<file path="config.mk">
export PLATFORM = sky130hd
export DESIGN_NAME = kv_tier_directory
export DESIGN_NICKNAME = d
export VERILOG_FILES = /design/src/rtl/kv_tier_directory.sv
export SDC_FILE = /design/constraint.sdc
export NUM_CORES = 2
export LEC_CHECK = 0
export CAP_MARGIN = 5
export CORE_ASPECT_RATIO = 1.1
export CORE_MARGIN = 2
export CORE_UTILIZATION = 60
export CTS_BUF_LIST = sky130_fd_sc_hd__clkbuf_8
export CTS_CLUSTER_SIZE = 30
export DETAILED_ROUTE_END_ITERATION = 7
export PLACE_DENSITY = 0.78
export SLEW_MARGIN = 20
export SYNTH_ARGS = -nofsm -noshare
export SYNTH_HDL_FRONTEND = slang
export SYNTH_SLANG_ARGS = --single-unit
</file>
<file path="constraint.sdc">
create_clock -name clk -period 10 [get_ports clk]
set_input_delay 3 -clock clk [delete_from_list [all_inputs] [get_ports clk]]
set_output_delay 3 -clock clk [all_outputs]
set_load 0.01 [all_outputs]
</file>
<file path="src/rtl/kv_tier_directory.sv">
// rtl/kv_tier_directory.sv - fully-associative L1/L2 page residency directory
// Optional hit/miss counters are built when KV_TIER_DIRECTORY_STATS_EN is defined.
module kv_tier_directory #(
   parameter int NUM_ENTRIES = 16,
   parameter int ADDR_WIDTH  = 64,
   parameter int PAGE_SHIFT  = 12
) (
   input  logic                         clk,
   input  logic                         rst_n,
   input  logic                         dir_check_valid,
   output logic                         dir_check_ready,
   input  logic [ADDR_WIDTH-1:0]        dir_check_addr,
   output logic                         dir_check_resp_valid,
   input  logic                         dir_check_resp_ready,
   output logic                         dir_check_hit,
   output logic [1:0]                   dir_check_tier,
   input  logic                         upd_valid,
   input  logic                         upd_op,
   input  logic [ADDR_WIDTH-1:0]        upd_addr,
   input  logic [1:0]                   upd_tier,
   input  logic                         flush,
   output logic [$clog2(NUM_ENTRIES):0] occupancy
`ifdef KV_TIER_DIRECTORY_STATS_EN
   ,
   output logic [31:0]                  stat_hits,
   output logic [31:0]                  stat_misses
`endif
);
   localparam int TAG_W = ADDR_WIDTH - PAGE_SHIFT;
   localparam int IDX_W = $clog2(NUM_ENTRIES);
   localparam logic [IDX_W:0]   OCC_ONE = 1;
   localparam logic [IDX_W-1:0] PTR_ONE = 1;

   logic [NUM_ENTRIES-1:0] ent_valid;
   logic [NUM_ENTRIES-1:0] ent_tier;
   logic [TAG_W-1:0]       ent_tag [NUM_ENTRIES];
   logic [IDX_W-1:0]       rr_ptr;

   logic [TAG_W-1:0] chk_tag;
   logic [TAG_W-1:0] upd_tag;
   logic             unused_offset_bits;
   assign chk_tag = dir_check_addr[ADDR_WIDTH-1:PAGE_SHIFT];
   assign upd_tag = upd_addr[ADDR_WIDTH-1:PAGE_SHIFT];
   assign unused_offset_bits = ^{dir_check_addr[PAGE_SHIFT-1:0], upd_addr[PAGE_SHIFT-1:0]};

   logic accept;
   assign dir_check_ready = rst_n && (!dir_check_resp_valid || dir_check_resp_ready);
   assign accept          = dir_check_valid && dir_check_ready;

   logic             chk_hit;
   logic             chk_tier_bit;
   logic             upd_hit;
   logic [IDX_W-1:0] upd_idx;
   logic             free_found;
   logic [IDX_W-1:0] free_idx;
   logic [IDX_W-1:0] wr_idx;
   logic             upd_inval;

   // Lookup match, update match and lowest free slot all read the pre-update table.
   always_comb begin
      chk_hit      = 1'b0;
      chk_tier_bit = 1'b0;
      upd_hit      = 1'b0;
      upd_idx      = '0;
      free_found   = 1'b0;
      free_idx     = '0;
      for (int i = 0; i < NUM_ENTRIES; i++) begin
         if (ent_valid[i] && ent_tag[i] == chk_tag) begin
            chk_hit      = 1'b1;
            chk_tier_bit = ent_tier[i];
         end
         if (ent_valid[i] && ent_tag[i] == upd_tag) begin
            upd_hit = 1'b1;
            upd_idx = IDX_W'(i);
         end
         if (!ent_valid[i] && !free_found) begin
            free_found = 1'b1;
            free_idx   = IDX_W'(i);
         end
      end
   end

   assign upd_inval = upd_op || upd_tier[1];
   assign wr_idx    = upd_hit ? upd_idx : (free_found ? free_idx : rr_ptr);

   always_ff @(posedge clk) begin
      if (!rst_n || flush) begin
         ent_valid <= '0;
         ent_tier  <= '0;
         rr_ptr    <= '0;
         occupancy <= '0;
      end else if (upd_valid) begin
         if (upd_inval) begin
            if (upd_hit) begin
               ent_valid[upd_idx] <= 1'b0;
               occupancy          <= occupancy - OCC_ONE;
            end
         end else begin
            ent_valid[wr_idx] <= 1'b1;
            ent_tag[wr_idx]   <= upd_tag;
            ent_tier[wr_idx]  <= upd_tier[0];
            if (!upd_hit) begin
               if (free_found) occupancy <= occupancy + OCC_ONE;
               else            rr_ptr    <= rr_ptr + PTR_ONE;
            end
         end
      end
   end

   always_ff @(posedge clk) begin
      if (!rst_n) begin
         dir_check_resp_valid <= 1'b0;
         dir_check_hit        <= 1'b0;
         dir_check_tier       <= 2'd0;
      end else if (accept) begin
         dir_check_resp_valid <= 1'b1;
         dir_check_hit        <= chk_hit;
         dir_check_tier       <= chk_hit ? {1'b0, chk_tier_bit} : 2'd2;
      end else if (dir_check_resp_ready) begin
         dir_check_resp_valid <= 1'b0;
      end
   end

`ifdef KV_TIER_DIRECTORY_STATS_EN
   logic consume;
   assign consume = dir_check_resp_valid && dir_check_resp_ready;

   always_ff @(posedge clk) begin
      if (!rst_n || flush) begin
         stat_hits   <= '0;
         stat_misses <= '0;
      end else if (consume) begin
         if (dir_check_hit && stat_hits != 32'hFFFF_FFFF)
            stat_hits <= stat_hits + 32'd1;
         if (!dir_check_hit && stat_misses != 32'hFFFF_FFFF)
            stat_misses <= stat_misses + 32'd1;
      end
   end
`endif
endmodule
</file>
==> flow_summary.ini <==
[status]
status = complete, no violations

[synthesis]
ys_ff_latch = 877
async_reset_ff_share_pct = 0
syn_nets = 4620
synth_ff_type = edfxtp_1
synthCells = 4477
synth_cell_type_count = 89
synth_warnings = 0
synth_enable_flop_cells = 832
seq_area_frac_synth_pct = 50.5
syn-mean-instance-area_sq_um = 11.5
netlist_area_sq_mm = 0.0513

[cells_and_area]
nets = 4870
layout_commonest_cell = edfxtp_1
area_growth_pct = 11.5
layoutNonFillerInstCount = 5987
final_cell_mix = edfxtp_1 (832), xor2_1 (763), xnor2_1 (649)
fill_cells = 6353
drive_gt1_share_pct = 10.9
stdcell_area_sq_mm = 0.0572

[sta]
setup_ws_ps = 2180
skew_ps = 52.6
grt_setup_unrepaired = no
holdWs_ps = 456
report.final.slew_viol_count = 0
tightestPinTransition_ps = 1270
timing.fmax_mhz = 128
fin_crit_sh_pct = 78.2
layout_min_cycle_time_ps = 7820
fin_setup_tns_ps = 0
relSlewSlack_pct = 15.4
setup_viol = 0
hold_viol_final = 0

[routing]
ant_nets = 0
vias = 44500
avgViaCountPerCell = 7.44
postRouteWirelength_mm = 254
drc = 0
first_pass_iters = 8
drt_iter0_drc = 8365
wl_per_cell_um = 42.4

[critical_path]
worstPathArrival_ps = 8360
crit_type = in2reg
cp-end-kind = flip-flop
worstPathMaxFanout = 52
cp-start-kind = primary input
crit_required_ps = 10540

[cts]
clock_sink_count = 877
ctsResizeCount = 0
root_buffer = clkbuf_8
numCtsBuffers = 149
postCtsSetupBuffers = 0
ctsLongestPathBuffers = 3
hold_buffers = 0
clkTransAtPathRegs_ps = 60
cts_tree = built
clk_latency_ps = 890
h-tree-depth = 4

[grt]
overflow = 0
grt_pass1_vias = 41900
grt_usage_pct = 57.2
grt_max_degree = 53
grt_pass1_wl_mm = 338
antenna_found_initial = 19

[power_and_ir_drop]
internal_power_mw = 6.00
seq_power_share_pct = 47.5
p_leak_nw = 18.8
p_comb_share_pct = 13.4
switching_share_pct = 29.1
power_frac_clock_pct = 39.1
peakVddDrop_mv = 0.158
power_density_mw_per_mm2 = 148
power_switching_mw = 2.46

[floorplan]
die_y_um = 311
initial_core_util_pct = 60.5
die_w_um = 283
core_area_sq_mm = 0.0848
dieArea_sq_mm = 0.0878
ios = 147
rows = 112

[placed_design]
io_buffers = 122
post_dp_cell_area_sq_mm = 0.0543
post-place-ws_ps = 1770
dpl.hpwl_mm = 174
place_congestion = 1.10
dp_cells = 5716

[min_path]
worst_hold_path_type = reg2reg

[job]
max_cap_viol_count = 0
-- power by group through the flow --
| stage | Sequential, mW | Combinational [mW] | Clock (mW) |
|---|---|---|---|
| floorplan | 4.10 | 0.488 | 0 |
| CTS | 4.03 | 1.03 | 3.27 |
| global route | 4.02 | 1.09 | 3.41 |
| global placement | 4.10 | 1.02 | 0 |
| finish | 4.03 | 1.13 | 3.31 |
| detailed placement | 4.10 | 1.03 | 0 |
-- routing by layer --
| layer | global-route usage (%) | up-vias | wire, um |
|---|---|---|---|
| met3 | 27.3 | 1504 | 47300 |
| met2 | 74.5 | 4777 | 95700 |
| met5 | 0.780 | - | 221 |
| met1 | 69.4 | 21200 | 81000 |
| met4 | 50.5 | 18 | 29500 |
| li1 | - | 17000 | - |
-- cells in the mapped netlist (8+ instances only) --
cell type | instances | share of area [%]
mux2i_1 | 12 | 0.23
nor2b_1 | 30 | 0.37
nor4_1 | 323 | 3.9
nand3_1 | 70 | 0.68
o22ai_1 | 44 | 0.54
and4_1 | 20 | 0.34
a21o_1 | 10 | 0.15
or3_1 | 20 | 0.24
nand4b_1 | 16 | 0.27
a22o_1 | 14 | 0.24
xnor2_1 | 649 | 11
a2111oi_0 | 10 | 0.17
nor2_1 | 106 | 0.78
a221oi_1 | 20 | 0.34
buf_2 | 92 | 0.90
or4_1 | 26 | 0.38
a21oi_1 | 38 | 0.37
and3_1 | 12 | 0.15
nand4_1 | 318 | 3.9
o2111ai_1 | 46 | 0.79
o221ai_1 | 9 | 0.15
a211oi_1 | 8 | 0.12
nor3_1 | 63 | 0.61
nor4b_1 | 16 | 0.27
inv_1 | 125 | 0.91
clkbuf_1 | 88 | 0.64
o2bb2ai_1 | 18 | 0.31
nand2b_1 | 259 | 3.2
nand2_1 | 132 | 0.97
o21ai_0 | 59 | 0.58
and2_1 | 10 | 0.12
buf_4 | 13 | 0.19
dfxtp_1 | 45 | 1.8
xor2_1 | 763 | 13
nor4bb_1 | 9 | 0.18
o211ai_1 | 14 | 0.20
edfxtp_1 | 832 | 49
buf_1 | 23 | 0.17
-- worst paths after layout --
kind | start | to | depth (start not counted) | slack (ps)
setup / recovery | upd_addr[31] | ent_tag[2][28] | 13 | 2180
hold / removal | dir_check_tier[1] | dir_check_tier[1] | 2 | 460
setup reg to reg | ent_tag[3][28] | ent_tag[8][37] | 12 | 4880
hold reg to reg | dir_check_tier[1] | dir_check_tier[1] | 2 | 460
-- cell type report --
type                            count  area (sq um)  share of cell area [%]
Timing Repair Buffer              318          2410                    4.21
Antenna cell                        8          20.0                  0.0350
Sequential cell                   877         25900                    45.3
Multi-Input combinational cell   3252         24100                    42.1
Clock inverter                    100           643                    1.12
Clock buffer                      163          2240                    3.92
Inverter                          129           484                   0.847
Tap cell                         1140          1430                    2.49
-- state kept, by name, summed over array words and instances, names as in the netlist --
register and cells:
dir_check_resp_valid 1, ent_tag 832, rr_ptr 4, ent_tier 16, occupancy 5, ent_valid 16
dir_check_tier 2, dir_check_hit 1
-- worst max-delay path, stage by stage --
cell	delay (ps)
buf_2	640
buf_4	490
xnor2_1	230
nand4_1	220
nor4_1	430
nand4_1	460
a211oi_1	630
o22a_1	230
o21ai_0	310
a221oi_2	480
a21o_1	710
nor2_4	60
buf_4	360
-- logic make-up (layout without fill, tap and decap cells) --
kind of cell | count (synthesis) | after routing | synth area share (%)
AOI/OAI and AO/OA | 351 | 351 | 4.98
and+or+nand+nor | 1468 | 1468 | 17.0
other | 0 | 8 | 0
muxes | 13 | 13 | 0.256
DFF | 877 | 877 | 50.5
adders and majority gates | 6 | 6 | 0.161
buffers and inverters | 348 | 710 | 2.91
xor gates and xnor gates | 1414 | 1414 | 24.2
-- metrics by stage --
stage               total power, mW  utilization [%]
finish                         8.47             67.4
global placement               5.13             64.0
detailed placement             5.13             64.0
CTS                            8.32             67.4
floorplan                      4.59                -
global route                   8.53             67.4
Note: power is estimated with default switching activity, not from simulation.
